===== src/rtl/serial_subtractor.sv =====
// Bit-serial subtractor: diff = a - b - bin (mod 2^WIDTH), one bit per clock,
// LSB first, through one full-subtractor cell and a borrow flip-flop.
// A start/ready/done handshake accepts operands and returns a registered
// result together with borrow-out and zero flags.
module serial_subtractor #(
  parameter int WIDTH = 8
) (
  input  logic             clk,
  input  logic             rst,
  input  logic             start,
  input  logic [WIDTH-1:0] a,
  input  logic [WIDTH-1:0] b,
  input  logic             bin,
  output logic             ready,
  output logic             busy,
  output logic             done,
  output logic [WIDTH-1:0] diff,
  output logic             bout,
  output logic             zero
);

  localparam int CNT_W = (WIDTH > 1) ? $clog2(WIDTH) : 1;
  localparam logic [CNT_W-1:0] LAST = CNT_W'(WIDTH - 1);

  typedef enum logic {IDLE, RUN} state_t;

  state_t           state;
  logic [WIDTH-1:0] a_sr;
  logic [WIDTH-1:0] b_sr;
  // Result bits collected so far. The final bit never needs storing because it
  // is merged straight into diff on the last shift, so WIDTH-1 bits suffice.
  logic [WIDTH-2:0] d_sr;
  logic             br;
  logic [CNT_W-1:0] cnt;

  logic             d_bit;
  logic             bo_bit;
  logic [WIDTH-1:0] d_next;

  // Full-subtractor cell on the current LSBs and the stored borrow.
  assign d_bit  = a_sr[0] ^ b_sr[0] ^ br;
  assign bo_bit = (~a_sr[0] & b_sr[0]) | (~(a_sr[0] ^ b_sr[0]) & br);
  assign d_next = {d_bit, d_sr};

  assign ready = (state == IDLE);
  assign busy  = ~ready;

  // Handshake FSM, operand shifting and result registers.
  // NOTE: every register here is updated with <= so all right-hand sides see
  // the pre-edge values; blocking writes would leak new state into the same edge.
  always_ff @(posedge clk or posedge rst) begin
    if (rst) begin
      state <= IDLE;
      a_sr  <= '0;
      b_sr  <= '0;
      d_sr  <= '0;
      br    <= 1'b0;
      cnt   <= '0;
      done  <= 1'b0;
      diff  <= '0;
      bout  <= 1'b0;
      zero  <= 1'b0;
    end else begin
      done <= 1'b0;
      case (state)
        IDLE: begin
          if (start) begin
            a_sr  <= a;
            b_sr  <= b;
            br    <= bin;
            d_sr  <= '0;
            cnt   <= '0;
            state <= RUN;
          end
        end
        RUN: begin
          a_sr <= a_sr >> 1;
          b_sr <= b_sr >> 1;
          d_sr <= d_next[WIDTH-1:1];
          br   <= bo_bit;
          cnt  <= cnt + 1'b1;
          if (cnt == LAST) begin
            diff  <= d_next;
            bout  <= bo_bit;
            zero  <= (d_next == '0);
            done  <= 1'b1;
            state <= IDLE;
          end
        end
        default: state <= IDLE;
      endcase
    end
  end

endmodule

===== config.mk =====
export PLATFORM = sky130hd
export DESIGN_NAME = serial_subtractor
export DESIGN_NICKNAME = d
export VERILOG_FILES = /design/src/rtl/serial_subtractor.sv
export SDC_FILE = /design/constraint.sdc
export NUM_CORES = 1
export LEC_CHECK = 0
export ABC_AREA = 1
export CORE_ASPECT_RATIO = 1.1
export CORE_UTILIZATION = 47
export CTS_BUF_LIST = sky130_fd_sc_hd__clkbuf_4 sky130_fd_sc_hd__clkbuf_8
export CTS_CLUSTER_DIAMETER = 120
export DETAILED_ROUTE_END_ITERATION = 7
export PLACE_DENSITY = 0.78
export SLEW_MARGIN = 20
export SYNTH_ARGS = -nofsm -noshare
export SYNTH_HDL_FRONTEND = slang
export SYNTH_SLANG_ARGS = --single-unit

===== constraint.sdc =====
create_clock -name clk -period 1.25 [get_ports clk]
set_input_delay 0.1875 -clock clk [delete_from_list [all_inputs] [get_ports clk]]
set_output_delay 0.1875 -clock clk [all_outputs]
set_load 0.005 [all_outputs]

* Yosys cells after proc, flatten, opt, wreduce, memory -nomap -nowiden *
Index checks and enable logic that the tools add are counted.

word-level totals
  register bits after elaboration = 39
  bits of input ports = 20
  output and inout bits = 13
  logic and storage cells = 38

operators by class
  add/sub/neg operators = 1
  eq/ne operators = 2
  mux-type cells = 15
  bitwise logic cells = 8
  reductions and logical operators = 2

operators with widths
  kind                 number
  $pmux 8 s2           2
  $mux 8               2
  $pmux 7 s2           1
  $logic_not 8->1      1
  $mux 7               1
  $pmux 3 s2           1
  $mux 1               5
  $pmux 1 s2           2
  $add 3x1->3 const B  1
  $eq 3x3->1 const B   1
  $mux 3               1
  $not 1->1            3
  $and 1x1->1          2
  $ne 2x2->1 const B   1
  $reduce_and 2->1     1
  $xor 1x1->1          2
  $or 1x1->1           1

* Longest topological paths before layout *
Gate-level depths: netlist of run 1.

  word-level depth = 5
  gate-level depth with buffers = 6
  mapped depth without buffers = 6

* Worst setup path after synthesis of run 1 *
No wires, ideal clock.

  kind = flip-flop to flip-flop
  start point = register cnt[0]
  end point = register bout
  setup time = 0.127 ns
  arrival time = 1.129 ns
  data required time = 1.123 ns
  path slack = -0.006 ns
  cell stages (with the launch flop) = 6
  buffers on the path = 1
  period minus slack after synthesis = 1.256 ns
  path through = dfrtp_1 > ha_1 > ha_1 > nand2_2 > clkbuf_2 > o21ai_0

between the ends
  cells in the longest elaborated chain, start to end = 2

ends and longest elaborated chain
  item                        RTL line  source
  start: declaration          34        logic [CNT_W-1:0] cnt;
  start signal: assignment    81        cnt <= cnt + 1'b1;
  $eq 3x3->1                  82        if (cnt == LAST) begin
  $reduce_and 2->1 (no line)  -
  end signal: assignment      84        bout <= bo_bit;
  end: declaration            18        output logic bout,

Every way passes these cells.
A chain may end at the register's enable or synchronous reset.

* Worst setup path after layout of run 1 *
  start point = register br
  end point = register zero

between the ends
  cells in the longest elaborated chain, start to end = 2

ends and longest elaborated chain
  item                      RTL line  source
  start: declaration        33        logic br;
  start signal: assignment  70        br <= bin;
  start signal: assignment  80        br <= bo_bit;
  $xor 1x1->1               41        assign d_bit = a_sr[0] ^ b_sr[0] ^ br;
  named net d_bit           36        logic d_bit;
  $logic_not 8->1           85        zero <= (d_next == '0);
  end signal: assignment    85
  end: declaration          19        output logic zero

The timed path passes the listed nets, and every way through them passes these cells.

==> flow_summary.yaml, run 1 <==
cts:
  cts.sinks: 39
  cts_tree: "built"
  cts_max_level: 2
  cts_max_path_buffers: 2
  cts_buffers: 5
  clock_latency_ps: 340
  clock-root-buffer: "clkbuf_4"
  cts-hold-fix-buffers: 0
  clkTransAtPathRegs_ps: 120
global_route:
  grt_max_degree: 40
  grt_pass1_vias: 1338
  grt-ovfl-total: 0
  grt_pass1_wl_mm: 5.58
  antenna_found_initial: 0
  globalRouteTotalUtil: 0.201
timing:
  max_slew_margin: 0.845
  finalHoldViolations: 0
  min_period_ps: 1290
  rsz0062_at_grt: "yes"
  tightest_slew_ps: 233
  fin_worst_skew_ps: 8.35
  setup_viol: 9
  finalCritPeriodShare: 1.03
  whs_ps: 177
  fmax_mhz: 778
  slew_violations: 0
  setup_slack_ps: -36.1
setup_path:
  critical_path_arrival_ps: 1560
  cp_max_fo: 2
  path_class: "flop to flop"
  required_ps: 1530
  r2r_cells: 5
  path_cells: "inv_2, fa_1, nor2_1, nand3_1, o21bai_1"
  crit_path_end_kind: "flop"
  cp-start-kind: "flop"
  cp_slowest_stage_delay_ps: 480
  crit_slowest_cell: "fa_1"
flow_run:
  maxCapViolCount: 0
synthesis:
  syn_inst: 170
  ys_types: 23
  ys_top_cells_by_area: "dfrtp_1, nand2_1, nand3_1"
  ys_ff_latch: 39
  yosysWarnings: 0
  synth_area_leader_cell: "dfrtp_1"
  netlist.area_leader.share: 0.593
  avgSynthCellArea_um2: 9.69
  synth-seq-area-share: 0.593
  syn_area_um2: 1650
  syn_nets: 193
placed_design:
  postPlaceCellArea_um2: 2080
  gp_congestion: 0.757
  hpwl_mm: 2.29
  place_ws_ps: -56.3
  portBuffers: 32
floorplanning:
  num_rows: 22
  die_area_um2: 3740
  die_w_um: 58.4
  io_pins: 33
  die_h_um: 64.1
  coreArea_um2: 3330
  initial_core_util: 0.494
route:
  via_per_inst: 4.97
  drt_iter0_markers: 48
  drtPass1Iterations: 5
  remaining_drc_errors: 0
  drt_wl_total_mm: 3.69
  dr_total_vias: 1352
  routedWlPerCell_um: 13.6
  ant_nets: 0
pwr:
  p_leak_nw: 1.27
  p_per_area_nw_per_um2: 2300
  ir_worst_vdd_uv: 1320
cells_and_area:
  antenna_cells: 0
  syn_to_final_growth_pct: 46.9
  final_nets: 246
  fin_area_um2: 2420
  layout-drive-gt1-share: 0.259
run_status:
  violations: "negative setup slack"
  status: "complete, but fails checks"
worst_hold_path:
  hold_class: "input port to async pin"
## stage by stage
step	power, mW	setup TNS, ps	std cells	util
floorplan	3.30	0	170	-
global placement	4.05	-22.5	254	0.626
detailed placement	4.16	-483	254	0.626
CTS	5.01	-91.4	265	0.656
global route	5.96	-1360	272	0.726
finish	5.55	-143	272	0.726
## path summary, 6_finish.rpt
kind                                     start                   to  slack (ps)
hold reg to reg            diff[1]$_DFFE_PP0P_  diff[1]$_DFFE_PP0P_         490
hold / removal                             rst  b_sr[3]$_DFFE_PP0P_         180
setup / recovery                br$_DFFE_PP0P_     zero$_DFFE_PP0P_         -40
max in group asynchronous                  rst  diff[5]$_DFFE_PP0P_         870
min in group clk                          b[7]  b_sr[7]$_DFFE_PP0P_         380
setup reg to reg                br$_DFFE_PP0P_     zero$_DFFE_PP0P_         -40
## placed cells by master (no fill, tap or decap)
cell type and n:
nand2_1 51, dfrtp_1 39, clkdlybuf4s50_1 19, inv_1 12, buf_4 12, dlygate4sd2_1 11
nand3_1 7, o21ai_0 7, nand3_2 7, nand2_4 6, o22ai_1 6, nor2_1 6
nand2_2 5, clkbuf_4 5, clkbuf_16 4, buf_12 4, a22o_1 2, inv_2 2
o21ai_1 2, ha_2 2, buf_6 2, nor2_4 1, inv_4 1, nor2_8 1
o211ai_2 1, o21bai_1 1, o21ai_2 1, o22ai_2 1, o211ai_1 1, fa_1 1
clkinv_2 1, bufinv_16 1, clkbuf_8 1, clkdlybuf4s15_1 1
## power breakdown
| group | switching, mW | internal (mW) | leakage (nW) |
|---|---|---|---|
| Clock | 0.409 | 0.473 | 0.0482 |
| Sequential | 0.293 | 1.78 | 0.504 |
| Combinational | 1.24 | 1.37 | 0.717 |
| Total | 1.94 | 3.62 | 1.27 |
## critical path, delay by kind of cell, from the launching register on
family / cells / cell delay, ps
buffers and inverters: 1 / 50
AOI/OAI and AO/OA: 1 / 120
DFF: 1 / 390
adders and majority gates: 1 / 480
and+or+nand+nor: 2 / 180
## flip-flops by register name, indices dropped and copies added, names as in the netlist
register  flops
br            1
done          1
a_sr          8
bout          1
busy          1
cnt           3
d_sr          7
diff          8
zero          1
b_sr          8
## cells in the mapped netlist (all sizes together)
library cell,instances
fa,1
nand2,62
dfrtp,39
nand3,14
buf,6
nor2,8
ha,2
o22ai,7
clkbuf,1
inv,15
o21ai,10
o21bai,1
a22o,2
o211ai,2
## layer usage
layer  track usage  share of wire
met1         0.217           0.37
met2         0.353           0.56
met3        0.0668          0.047
met4        0.0863          0.020
met5             0              0
## logic make-up (layout without fill, tap and decap cells)
kind of cell / Yosys count / in the layout / synth area share
and+or+nand+nor: 84 / 84 / 0.220
DFF: 39 / 39 / 0.593
AOI/OAI and AO/OA: 22 / 22 / 0.0881
buffers and inverters: 22 / 76 / 0.0722
adders and majority gates: 3 / 3 / 0.0274
## final cells by class
type | count | area, um^2
fill | 263 | 912
inverter | 15 | 58.8
clock buffer | 6 | 51.3
sequential | 39 | 976
multi-input combinational | 109 | 648
timing repair buffer | 53 | 589
clock inverter | 2 | 35.0
tap | 48 | 60.1
## what timing repair did
| item | 4_1_cts | 5_1_grt |
|---|---|---|
| gates cloned | 0 | 4 |
| setup endpoints to repair | 17 | 20 |
| buffers inserted | 4 | 3 |
| pin swaps | 3 | 19 |
| resized for setup | 21 | 30 |
Power figures use the tool's default switching activity.
==> run 2: changes to the inputs <==
--- a/config.mk
+++ b/config.mk
@@ -6,8 +6,10 @@
 export NUM_CORES = 1
 export LEC_CHECK = 0
 export ABC_AREA = 1
+export CELL_PAD_IN_SITES_DETAIL_PLACEMENT = 0
+export CELL_PAD_IN_SITES_GLOBAL_PLACEMENT = 1
 export CORE_ASPECT_RATIO = 1.1
-export CORE_UTILIZATION = 47
+export CORE_UTILIZATION = 36
 export CTS_BUF_LIST = sky130_fd_sc_hd__clkbuf_4 sky130_fd_sc_hd__clkbuf_8
 export CTS_CLUSTER_DIAMETER = 120
 export DETAILED_ROUTE_END_ITERATION = 7
==> run 2 against run 1 <==
Net effect: the run still ends with negative setup slack left; sequential power hardly changed; design area shrank 3.4%; hold slack improved by 66 ps; final cell count increased by 2.6%; via count decreased by 2.7%; global-route usage decreased by 3.7 points; register-to-register slack gained 20 ps; fmax is 2.0% higher; count of clock-buffer cells in the layout increased by 2; sequential share of layout area rose by 1.5 points; combinational power shrank 12%; critical path type unchanged; largest power group unchanged.
==> flow_summary.yaml, run 2 (synthesized netlist as in run 1, its figures left out) <==
cells_and_area:
  layout-drive-gt1-share: 0.196
  multiInputGateArea_um2: 577
  final_cell_mix: "nand2_1, dfrtp_1, clkdlybuf4s50_1"
  final_nets: 247
  seq_area_um2: 977
  syn_to_final_growth_pct: 41.9
  antenna_cells: 0
  layout_commonest_cell: "nand2_1"
  reg.largest.list: "a_sr: 8 flops, b_sr: 8 flops, diff: 8 flops"
  fillers: 411
timing:
  setup_viol: 1
  finalCritPeriodShare: 1.01
  fin_worst_skew_ps: 5.08
  setup_slack_ps: -11.5
  rsz0062_at_grt: "yes"
  finalHoldViolations: 0
  fin_tns_setup_ps: -11.5
  max_slew_margin: 0.844
  slew_violations: 0
  min_period_ps: 1260
  fmax_mhz: 793
  tightest_slew_ps: 234
flow_run:
  maxCapViolCount: 0
route:
  drt_wl_total_mm: 3.44
  ant_nets: 0
  route.met2.wl_mm: 1.70
  wirelength_met1_mm: 1.48
  dr_total_vias: 1316
  met3_length_um: 154
  top_layer: "met4"
  via_per_inst: 4.72
  drt_iter0_markers: 73
  routedWlPerCell_um: 12.3
  drtPass1Iterations: 4
  remaining_drc_errors: 0
setup_path:
  required_ps: 1470
  r2r_cells: 5
  path_class: "flop to flop"
  cp-start-kind: "flop"
  critical_path_arrival_ps: 1480
  ff2ff_setup_slack_ps: -10
  r2r_start: "b_sr[0]$_DFFE_PP0P_"
  crit_path_end_kind: "flop"
  cp_max_fo: 2
  r2r-end: "zero$_DFFE_PP0P_"
cts:
  cts_tree: "built"
  clkTransAtPathRegs_ps: 70
  cts.sinks: 39
  cts_max_path_buffers: 2
  clock_latency_ps: 290
  cts_max_level: 2
  clock-root-buffer: "clkbuf_8"
  cts_buffers: 5
pwr:
  comb_power_share: 0.431
  p_per_area_nw_per_um2: 2270
  p_clk_frac: 0.181
  switching_share: 0.335
  ir_worst_vdd_uv: 804
  p_leak_nw: 1.17
  power_mw: 5.29
  p_seq_frac: 0.388
  intPower_mw: 3.52
  p_switching_mw: 1.77
global_route:
  grt-ovfl-total: 0
  grt_pass1_vias: 1336
  grt_pass1_wl_mm: 5.69
  grt_max_degree: 40
  antenna_found_initial: 0
  globalRouteTotalUtil: 0.164
floorplanning:
  num_rows: 25
  initial_core_util: 0.379
  io_pins: 33
  die_w_um: 66.5
  die_area_um2: 4850
  coreArea_um2: 4350
  die_h_um: 72.9
run_status:
  status: "complete, but fails checks"
  violations: "negative setup slack"
worst_hold_path:
  hold_class: "input port to async pin"
placed_design:
  hpwl_mm: 2.33
  gp_congestion: 0.810
  portBuffers: 32
-- run 2: area by class of cell --
cell class                 count  share of cell area
sequential                    39               0.418
inverter                      15              0.0241
multi-input combinational    109               0.247
tap                           54              0.0289
clock buffer                   8              0.0444
timing repair buffer          54               0.238
-- run 2: how the worst max path moves through the flow --
stage	cells after the start	end	from	slack, ps
5_1_grt	5	zero$_DFFE_PP0P_	br$_DFFE_PP0P_	-120
3_3_place_gp	5	b_sr[0]$_DFFE_PP0P_	start	-40
4_1_cts	5	zero$_DFFE_PP0P_	br$_DFFE_PP0P_	-50
3_5_place_dp	5	b_sr[0]$_DFFE_PP0P_	start	-90
6_report	5	zero$_DFFE_PP0P_	b_sr[0]$_DFFE_PP0P_	-10
2_1_floorplan	5	bout$_DFFE_PP0P_	cnt[0]$_DFFE_PP0P_	20
-- run 2: layer usage --
metal  vias to the layer above  GRT usage
li1                        653          -
met1                       619      0.178
met2                        35      0.274
met3                         9     0.0672
met4                         0     0.0804
met5                         -          0
-- run 2: critical path, cell delays in order, from the launching register on --
cell	delay [ps]
dfrtp_1	340
inv_2	50
fa_1	490
nor2_1	110
nand3_1	70
o21bai_1	130
-- run 2: stage by stage --
stage / hold slack, ps / util / instances / worst slack, ps / instance area [um^2]
CTS: 255 / 0.517 / 277 / -45.5 / 2250
detailed placement: 466 / 0.483 / 261 / -87.0 / 2100
global placement: 465 / 0.483 / 261 / -39.8 / 2100
global route: 291 / 0.538 / 279 / -119 / 2340
finish: 242 / 0.538 / 279 / -11.5 / 2340
floorplan: 297 / - / 170 / 19.6 / 1660
-- run 2: power groups by stage --
stage               combinational (mW)  sequential, mW  clock [mW]
global route                      2.57            2.12        1.04
global placement                  2.05            2.07           0
finish                            2.28            2.06       0.956
CTS                               2.17            2.05       0.985
floorplan                         1.27            2.03           0
detailed placement                2.09            2.10           0
-- run 2: timing repair --
action	4_1_cts	5_1_grt
hold buffers	0	0
cloned	0	3
buffers inserted	8	0
endpoints found under the setup margin	16	30
pin swaps	4	6
gates resized for setup	18	9
==> run 3: changes to the inputs <==
--- a/config.mk
+++ b/config.mk
@@ -14,7 +14,7 @@
 export CTS_CLUSTER_DIAMETER = 120
 export DETAILED_ROUTE_END_ITERATION = 7
 export PLACE_DENSITY = 0.78
-export SLEW_MARGIN = 20
+export SLEW_MARGIN = 10
 export SYNTH_ARGS = -nofsm -noshare
 export SYNTH_HDL_FRONTEND = slang
 export SYNTH_SLANG_ARGS = --single-unit
==> results of run 3 <==
Same layout as run 2: the final DEF is identical, and so are final timing and power.
